### src/rtl/ram_port_ctrl.sv
// ram_port_ctrl
// Front-end controller for a simple dual-port RAM (one registered read port,
// one write port). It arbitrates two read requesters, buffers writes in a
// 2-entry in-order FIFO, and forwards buffered write data to reads so that
// the RAM behaves as if every accepted write took effect immediately.
// A full-table sweep writes INIT_NUM to every entry after reset and on
// flush_req. No request is accepted while the sweep runs.
//
// Ports
//   clk, rstn                    clock, asynchronous active-low reset
//   flush_req / flush_busy       start a sweep / sweep in progress
//   r0_valid, r0_addr, r0_ready  read request, requester 0
//   r1_valid, r1_addr, r1_ready  read request, requester 1
//   r0_rvalid, r1_rvalid, rdata  read responses on a shared data bus
//   w_valid, w_addr, w_data,     write request
//   w_ready
//   ram_raddr, ram_enb, ram_dout RAM read port (ram_dout valid one cycle
//                                after ram_enb)
//   ram_waddr, ram_din, ram_we   RAM write port
module ram_port_ctrl #(
    parameter int ADDR_WIDTH = 8,
    parameter int DATA_WIDTH = 2,
    parameter int INIT_NUM   = 0
) (
    input  logic                  clk,
    input  logic                  rstn,
    input  logic                  flush_req,
    output logic                  flush_busy,
    input  logic                  r0_valid,
    input  logic [ADDR_WIDTH-1:0] r0_addr,
    output logic                  r0_ready,
    input  logic                  r1_valid,
    input  logic [ADDR_WIDTH-1:0] r1_addr,
    output logic                  r1_ready,
    output logic                  r0_rvalid,
    output logic                  r1_rvalid,
    output logic [DATA_WIDTH-1:0] rdata,
    input  logic                  w_valid,
    input  logic [ADDR_WIDTH-1:0] w_addr,
    input  logic [DATA_WIDTH-1:0] w_data,
    output logic                  w_ready,
    output logic [ADDR_WIDTH-1:0] ram_raddr,
    output logic                  ram_enb,
    input  logic [DATA_WIDTH-1:0] ram_dout,
    output logic [ADDR_WIDTH-1:0] ram_waddr,
    output logic [DATA_WIDTH-1:0] ram_din,
    output logic                  ram_we
);

    typedef enum logic {
        IDLE  = 1'b0,
        FLUSH = 1'b1
    } state_t;

    localparam logic [ADDR_WIDTH-1:0] LAST_ADDR = '1;
    localparam logic [DATA_WIDTH-1:0] INIT_VAL  = DATA_WIDTH'(INIT_NUM);

    state_t                  state, state_next;
    logic [ADDR_WIDTH-1:0]   cnt, cnt_next;
    // The state register comes out of reset already in FLUSH; run holds the
    // sweep (and every output it drives) quiet until the first clock edge
    // after rstn is released, so the outputs read 0 throughout reset.
    logic                    run;

    // Write FIFO
    logic [ADDR_WIDTH-1:0]   fifo_addr [2];
    logic [DATA_WIDTH-1:0]   fifo_data [2];
    logic                    wr_ptr, rd_ptr;
    logic [1:0]              count;
    logic                    push, pop, clear;
    logic                    young_idx;

    // Read path
    logic                    rr_ptr;
    logic [ADDR_WIDTH-1:0]   gnt_addr;
    logic                    fwd_hit, fwd_hit_q;
    logic [DATA_WIDTH-1:0]   fwd_data, fwd_data_q;

    // ------------------------------------------------------------------
    // State register and sweep counter
    // ------------------------------------------------------------------
    // NOTE: sequential state uses non-blocking (<=) so every register samples
    // the pre-edge values of the others, independent of statement order.
    always_ff @(posedge clk or negedge rstn) begin
        if (!rstn) begin
            state <= FLUSH;
            cnt   <= '0;
            run   <= 1'b0;
        end else begin
            state <= state_next;
            cnt   <= cnt_next;
            run   <= 1'b1;
        end
    end

    // Next state plus write-port outputs (sweep or FIFO drain)
    always_comb begin
        // NOTE: every output of this block gets a default first, so no path
        // through the case can leave a value held and infer a latch.
        state_next = state;
        cnt_next   = cnt;
        flush_busy = 1'b0;
        ram_we     = 1'b0;
        ram_waddr  = '0;
        ram_din    = '0;
        case (state)
            FLUSH: begin
                if (run) begin
                    flush_busy = 1'b1;
                    ram_we     = 1'b1;
                    ram_waddr  = cnt;
                    ram_din    = INIT_VAL;
                    if (flush_req) begin
                        cnt_next = '0;
                    end else if (cnt == LAST_ADDR) begin
                        state_next = IDLE;
                        cnt_next   = '0;
                    end else begin
                        cnt_next = cnt + 1'b1;
                    end
                end
            end
            IDLE: begin
                if (count != 2'd0) begin
                    ram_we    = 1'b1;
                    ram_waddr = fifo_addr[rd_ptr];
                    ram_din   = fifo_data[rd_ptr];
                end
                if (flush_req) begin
                    state_next = FLUSH;
                    cnt_next   = '0;
                end
            end
            default: state_next = FLUSH;
        endcase
    end

    // ------------------------------------------------------------------
    // Write FIFO: 2 entries, in order, drained one per cycle in IDLE
    // ------------------------------------------------------------------
    // w_ready looks only at the registered count: a full FIFO refuses a
    // write even in a cycle where its head drains.
    assign w_ready = (state == IDLE) && (count != 2'd2);
    assign push    = w_valid && w_ready;
    assign pop     = (state == IDLE) && (count != 2'd0);
    // Entering a sweep throws away everything buffered, including a write
    // accepted in that same cycle.
    assign clear   = (state == IDLE) && flush_req;

    always_ff @(posedge clk or negedge rstn) begin
        if (!rstn) begin
            wr_ptr <= 1'b0;
            rd_ptr <= 1'b0;
            count  <= 2'd0;
        end else if (clear) begin
            wr_ptr <= 1'b0;
            rd_ptr <= 1'b0;
            count  <= 2'd0;
        end else begin
            if (push) wr_ptr <= ~wr_ptr;
            if (pop)  rd_ptr <= ~rd_ptr;
            case ({push, pop})
                2'b10:   count <= count + 2'd1;
                2'b01:   count <= count - 2'd1;
                default: count <= count;
            endcase
        end
    end

    // NOTE: FIFO storage has no reset; the count alone says which entries
    // are meaningful, so clearing the data would be wasted logic.
    always_ff @(posedge clk) begin
        if (push) begin
            fifo_addr[wr_ptr] <= w_addr;
            fifo_data[wr_ptr] <= w_data;
        end
    end

    // ------------------------------------------------------------------
    // Read arbitration: one grant per cycle, round-robin on contention
    // ------------------------------------------------------------------
    assign r0_ready  = (state == IDLE) && r0_valid && (!r1_valid || !rr_ptr);
    assign r1_ready  = (state == IDLE) && r1_valid && (!r0_valid ||  rr_ptr);
    assign ram_enb   = r0_ready || r1_ready;
    assign gnt_addr  = r0_ready ? r0_addr : r1_addr;
    assign ram_raddr = ram_enb ? gnt_addr : '0;

    // Forwarding: the entry written most recently wins. The FIFO contents
    // are those before this cycle's push, so a write accepted alongside the
    // read stays invisible to it.
    assign young_idx = ~wr_ptr;

    always_comb begin
        fwd_hit  = 1'b0;
        fwd_data = '0;
        if ((count != 2'd0) && (fifo_addr[young_idx] == gnt_addr)) begin
            fwd_hit  = 1'b1;
            fwd_data = fifo_data[young_idx];
        end else if ((count == 2'd2) && (fifo_addr[rd_ptr] == gnt_addr)) begin
            fwd_hit  = 1'b1;
            fwd_data = fifo_data[rd_ptr];
        end
    end

    always_ff @(posedge clk or negedge rstn) begin
        if (!rstn) begin
            rr_ptr     <= 1'b0;
            r0_rvalid  <= 1'b0;
            r1_rvalid  <= 1'b0;
            fwd_hit_q  <= 1'b0;
            fwd_data_q <= '0;
        end else begin
            // Flip only after a contested cycle so the loser wins next time.
            if ((state == IDLE) && r0_valid && r1_valid) rr_ptr <= ~rr_ptr;
            r0_rvalid  <= r0_ready;
            r1_rvalid  <= r1_ready;
            fwd_hit_q  <= fwd_hit;
            fwd_data_q <= fwd_data;
        end
    end

    assign rdata = (r0_rvalid || r1_rvalid) ? (fwd_hit_q ? fwd_data_q : ram_dout) : '0;

endmodule

### config.mk
export PLATFORM = sky130hd
export DESIGN_NAME = ram_port_ctrl
export DESIGN_NICKNAME = d
export VERILOG_FILES = /design/src/rtl/ram_port_ctrl.sv
export SDC_FILE = /design/constraint.sdc
export NUM_CORES = 1
export LEC_CHECK = 0
export ABC_AREA = 0
export ABC_CLOCK_PERIOD_IN_PS = 2300
export BUFFER_PORTS_ARGS = -buffer_cell sky130_fd_sc_hd__buf_4
export CAP_MARGIN = 20
export CORE_UTILIZATION = 41
export CTS_BUF_LIST = sky130_fd_sc_hd__clkbuf_8
export DETAILED_ROUTE_END_ITERATION = 8
export PLACE_DENSITY = 0.66
export SLEW_MARGIN = 25
export SYNTH_ARGS = -nofsm -noshare
export SYNTH_HDL_FRONTEND = slang
export SYNTH_SLANG_ARGS = --single-unit
export TNS_END_PERCENT = 20
### constraint.sdc
create_clock -name clk -period 2.3 [get_ports clk]
set_input_delay 0.115 -clock clk [delete_from_list [all_inputs] [get_ports clk]]
set_output_delay 0.115 -clock clk [all_outputs]
set_load 0.01 [all_outputs]
==> results of run 1 <==
## state kept, by name, indices dropped and copies added (netlist names)
signal,count
wr_ptr,1
cnt,8
fwd_hit_q,1
state,1
r0_rvalid,1
rr_ptr,1
rd_ptr,1
fifo_addr,16
run,1
fwd_data_q,2
r1_rvalid,1
count,2
fifo_data,4
## cells in the mapped netlist, types with 2 or more instances
| master | number |
|---|---|
| o2111ai_1 | 2 |
| a21boi_0 | 3 |
| a21oi_1 | 3 |
| and3_1 | 7 |
| clkbuf_1 | 5 |
| and3_4 | 3 |
| a21boi_1 | 3 |
| mux2i_1 | 20 |
| edfxtp_1 | 20 |
| buf_2 | 3 |
| nand3_1 | 7 |
| xor2_1 | 3 |
| a211o_1 | 2 |
| nand2_1 | 22 |
| xnor2_1 | 8 |
| o21a_1 | 6 |
| nor2b_1 | 4 |
| o21ai_0 | 24 |
| nor2_1 | 20 |
| and2_1 | 7 |
| nand2b_1 | 10 |
| o21ai_1 | 2 |
| nor3_1 | 6 |
| o31ai_1 | 3 |
| o211ai_1 | 3 |
| o22ai_1 | 2 |
| dfrtp_1 | 19 |
| and3b_1 | 2 |
| inv_1 | 4 |
| nor4_1 | 2 |
## metrics by stage
step | utilization | instance area [µm²] | std cells | power (mW)
final | 0.574 | 3160 | 392 | 1.66
after global routing | 0.574 | 3160 | 392 | 1.75
after CTS | 0.571 | 3150 | 392 | 1.68
after detailed placement | 0.532 | 2930 | 374 | 1.08
after global placement | 0.532 | 2930 | 374 | 1.08
after floorplan | - | 2350 | 241 | 0.976
## path summary, 6_finish.rpt
check | end | cells after the start
min reg2reg | rr_ptr | 1
max reg2reg | fwd_data_q[1] | 7
max | fwd_data_q[1] | 7
min | fifo_addr[0][3] | 1
max in group asynchronous | state | 2
min in group asynchronous | rd_ptr | 2
## power by group through the flow
stage / Clock (mW) / Combinational, mW / Sequential, mW
CTS: 0.596 / 0.285 / 0.799
global route: 0.627 / 0.314 / 0.804
global placement: 0 / 0.266 / 0.813
detailed placement: 0 / 0.270 / 0.814
finish: 0.576 / 0.287 / 0.801
floorplan: 0 / 0.182 / 0.794
## metal layers
metal,vias to the layer above,share of wire,global-route usage
met3,8,0.047,0.0424
met5,-,0,0
met4,0,0.016,0.0623
met2,59,0.46,0.324
li1,1029,-,-
met1,948,0.48,0.282
## worst reg2reg max path, delay by kind of cell (launching register included)
| kind | cells | cell delay, ps |
|---|---|---|
| and+or+nand+nor | 3 | 710 |
| xor gates and xnor gates | 1 | 170 |
| muxes | 1 | 390 |
| DFF | 1 | 380 |
| AOI/OAI and AO/OA | 2 | 390 |
## layout make-up
cell class,count,share of cell area
timing repair buffer,80,0.198
multi-input combinational,187,0.382
clock inverter,3,0.0150
inverter,5,0.00594
sequential,40,0.349
tap,72,0.0285
clock buffer,5,0.0218
## kinds of logic (layout without fill, tap and decap cells)
group / Yosys count / count (layout) / synth area share
xor gates and xnor gates: 11 / 11 / 0.0409
muxes: 20 / 20 / 0.0850
and+or+nand+nor: 98 / 98 / 0.224
DFF: 40 / 40 / 0.468
buffers and inverters: 14 / 93 / 0.0255
AOI/OAI and AO/OA: 56 / 56 / 0.149
adders and majority gates: 1 / 1 / 0.00531
other: 1 / 1 / 0.00159
## timing repair
| action | in CTS | in global routing |
|---|---|---|
| resized for setup | 0 | 5 |
| endpoints found under the setup margin | 0 | 2 |
| hold buffers | 10 | 0 |
| hold endpoints to repair | 37 | 0 |
==> impl_metrics.py, run 1 <==
metrics = {
    "run_status": {
        "outcome": "complete, no violations",
    },
    "pwr": {
        "p_sw_mw": 0.414,
        "p_leak_nw": 1.35,
        "p_per_area_nw_per_um2": 526,
        "seq_power_share": 0.481,
        "power.internal_mw": 1.25,
        "swShare": 0.249,
        "p_clk_frac": 0.346,
        "vdd_ir_drop_max_mv": 0.360,
        "combPwrFrac": 0.172,
    },
    "clock_network": {
        "cts_tree": "done",
        "cts_made_buffers": 5,
        "cts_setup_buffers": 0,
        "cts_root_buf": "clkbuf_8",
        "clockBufferDepth": 2,
        "cts_max_level": 2,
        "clkLatencyLatePin_ps": 290,
        "cts.sinks": 40,
        "path_clk_slew_ps": 80,
    },
    "drt": {
        "viasPerCell": 5.21,
        "vias": 2044,
        "drcViolationCount": 0,
        "drt_wl_total_um": 5900,
        "avgRoutedWirePerCell_um": 15.0,
        "drtIter0Drc": 158,
        "ant_nets": 0,
        "dr.pass1.iters": 4,
    },
    "critical_path": {
        "worstPathRequired_ps": 2480,
        "r2r-start": "state",
        "crit_path_cell_trace": "nand2b_1 -> nor2_2 -> mux2i_2 -> xnor2_1 -> nand3_1 -> o211ai_1 -> o211ai_1",
        "startpoint_type": "register",
        "slowest_stage": "mux2i_2",
        "critPathTopFamily": "simple AND/OR/NAND/NOR gates",
        "slowest_delay_ps": 390,
        "crit_top_cell": "o211ai_1",
        "cp.buffers_inverters": 0,
        "crit_arrival_ps": 2320,
        "regToRegSetupSlack_ps": 160,
        "cp-end-kind": "register",
        "critPathLaunch": "state",
        "path_class": "register to register",
        "cp_max_fo": 6,
    },
    "placement": {
        "portBuffers": 61,
        "dp_slack_ps": 84.7,
        "hpwlAfterDp_um": 4580,
        "routabilityCongestion": 0.912,
    },
    "synthesis": {
        "ys_seq_area_frac": 0.468,
        "syn_area_um2": 2350,
        "syn_avg_cell_area_um2": 9.77,
        "ys_dominant_reg_cell": "edfxtp_1",
        "ys_warn_count": 0,
        "synth_top_area_frac": 0.255,
        "synthCells": 241,
        "async_reset_ff_frac": 0.500,
        "synth_nets": 276,
        "synthDistinctLibCells": 46,
        "ys_ff_latch": 40,
        "yosys-top-cells-area": "edfxtp_1 (26%), dfrtp_1 (20%), mux2i_1 (8.5%)",
        "synth_edf_count": 20,
        "yosys.area.top_type": "edfxtp_1",
    },
    "floorplan": {
        "ios": 62,
        "initial_core_util": 0.428,
        "die_h_um": 77.8,
        "core_um2": 5510,
        "die_w_um": 77.8,
        "rows": 27,
        "die-area_um2": 6050,
    },
    "layout": {
        "final_common_cell": "buf_4",
        "diodes": 0,
        "multi_input_area_um2": 1210,
        "syn_to_final_growth_pct": 34.2,
        "nFillCells": 528,
        "nets": 354,
        "drive_gt1_frac": 0.278,
        "register_area_um2": 1100,
        "mostFrequentLayoutCells": "buf_4 (70), o21ai_0 (24), nand2_1 (22)",
    },
    "global_routing": {
        "grt_pass1_wl_um": 9460,
        "grt_util_all_layers": 0.205,
        "antenna_found_initial": 0,
        "grt_max_degree": 21,
        "grt_pass1_vias": 1850,
        "grt.overflow.total": 0,
    },
    "worst_hold_path": {
        "hp-start": "w_addr[3]",
        "hp-class": "input pin to register",
    },
    "timing": {
        "hold_violations": 0,
        "slew_violations": 0,
        "finalClockSkew_ps": 9.38,
        "final.setup.worst_slack_ps": 156,
        "timing.final.crit_share": 0.932,
        "fin_crit_ps": 2140,
        "fmax_mhz": 466,
        "setup_tns_ps": 0,
        "setup_viol": 0,
        "hold_ws_ps": 9.53,
        "rsz0062_at_grt": "no",
    },
    "job": {
        "maxCapViolations": 0,
    },
}
No activity file was read; power rests on OpenSTA's default activity.
==> inputs of run 2 (changes only) <==
CORE_ASPECT_RATIO = 0.5   (was default)
==> run 2 against run 1 <==
Net effect:
- non-clock buffer count shrank 1
- critical path depth shrank 1
- global-route usage grew 0.74 points
- fmax shrank 1.6%
- combinational power grew 2%
- clock skew grew 1.7 ps
- cell count is the same
==> impl_metrics.py, run 2 (synthesis results as in run 1) <==
metrics = {
    "run_status": {
        "outcome": "complete, no violations",
    },
    "timing": {
        "timing.final.crit_share": 0.948,
        "finalClockSkew_ps": 11.1,
        "setup_tns_ps": 0,
        "max_slew_margin": 0.446,
        "fmax_mhz": 459,
        "final.setup.worst_slack_ps": 120,
        "fin_crit_ps": 2180,
        "setup_viol": 0,
        "hold_violations": 0,
        "tightest_slew_ps": 822,
        "slew_violations": 0,
        "rsz0062_at_grt": "no",
        "hold_ws_ps": 8.91,
    },
    "layout": {
        "nets": 353,
        "multi_input_area_um2": 1210,
        "drive_gt1_frac": 0.266,
        "diodes": 0,
        "largest_register_ff_count": 16,
        "nFillCells": 512,
        "regMostFlops": "fifo_addr",
        "syn_to_final_growth_pct": 33.6,
        "register_area_um2": 1100,
        "mostFrequentLayoutCells": "buf_4 (69), o21ai_0 (23), nand2_1 (22)",
        "instances_no_fill": 392,
        "stdcell_area_um2": 3150,
        "final_common_cell": "buf_4",
        "top_regs": "fifo_addr x16, cnt x8, fifo_data x4",
        "fin_util": 0.570,
    },
    "floorplan": {
        "rows": 19,
        "initial_core_util": 0.427,
        "die_w_um": 109,
        "ios": 62,
        "core_um2": 5520,
        "die_h_um": 55.6,
        "die-area_um2": 6070,
    },
    "clock_network": {
        "cts_setup_buffers": 0,
        "cts.sinks": 40,
        "cts_made_buffers": 5,
        "clockBufferDepth": 2,
        "cts_max_level": 2,
        "clkLatencyLatePin_ps": 300,
        "cts_tree": "done",
        "cts_root_buf": "clkbuf_8",
        "path_clk_slew_ps": 80,
    },
    "critical_path": {
        "crit_arrival_ps": 2390,
        "cp.buffers_inverters": 0,
        "slowest_stage": "dfrtp_1",
        "cp-end-kind": "register",
        "slowest_delay_ps": 600,
        "critPathTopFamily": "simple AND/OR/NAND/NOR gates",
        "r2r_cells": 6,
        "crit_path_cell_trace": "mux2i_1 -> nor3_1 -> nor4_1 -> and4_1 -> o211ai_1 -> o211ai_1",
        "path_class": "register to register",
        "worstPathRequired_ps": 2510,
        "startpoint_type": "register",
        "cp_max_fo": 7,
        "crit_top_cell": "o211ai_1",
        "cp.depth": 6,
    },
    "pwr": {
        "p_total_mw": 1.67,
        "vdd_ir_drop_max_mv": 0.463,
        "p_per_area_nw_per_um2": 530,
        "p_leak_nw": 1.35,
    },
    "drt": {
        "avgRoutedWirePerCell_um": 15.5,
        "ant_nets": 0,
        "viasPerCell": 5.36,
        "dr.pass1.iters": 5,
        "drtIter0Drc": 158,
        "drcViolationCount": 0,
        "drt_wl_total_um": 6090,
        "vias": 2102,
    },
    "worst_hold_path": {
        "hp-class": "input pin to register",
        "min_path_cells": 1,
    },
    "global_routing": {
        "grt_util_all_layers": 0.213,
        "grt_pass1_wl_um": 9560,
        "grt_pass1_vias": 1974,
        "grt.overflow.total": 0,
        "antenna_found_initial": 0,
        "grt_max_degree": 21,
    },
    "placement": {
        "routabilityCongestion": 0.917,
        "detailed_place.area_um2": 2920,
        "dp_slack_ps": -5.40,
        "hpwlAfterDp_um": 4730,
        "dp_cells": 374,
        "portBuffers": 61,
    },
    "job": {
        "maxCapViolations": 0,
    },
}
## run 2: report_power, final
| part | total, mW | internal [mW] | switching, mW |
|---|---|---|---|
| sequential | 0.806 | 0.768 | 0.0377 |
| combinational | 0.292 | 0.157 | 0.135 |
| clock | 0.570 | 0.318 | 0.252 |
## run 2: worst paths after layout
check | start | end | slack, ps
setup / recovery | rd_ptr | fwd_data_q[0] | 120
hold / removal | w_addr[5] | fifo_addr[1][5] | 9
setup reg to reg | rd_ptr | fwd_data_q[0] | 120
hold reg to reg | rr_ptr | rr_ptr | 520
max in group asynchronous | rstn | state | 1810
min in group asynchronous | rstn | rr_ptr | 230
## run 2: area by class of cell
type,instances,share of cell area
Timing Repair Buffer,79,0.196
Clock buffer,5,0.0219
Tap cell,73,0.0290
Inverter,5,0.00597
Sequential cell,40,0.350
Clock inverter,3,0.0123
Multi-Input combinational cell,187,0.384
## run 2: per-layer routing
metal  vias up  GRT usage  part of all wire
met2        61      0.326              0.46
met4         0     0.0552             0.012
met1      1009      0.296              0.47
met5         -          0                 0
met3        11     0.0609             0.056
li1       1021          -                 -
## run 2: timing repair
item                       in CTS  in global routing
hold endpoints to repair       38                  0
setup endpoints to repair       2                  2
hold buffers                   10                  0
gates resized for setup         1                  3
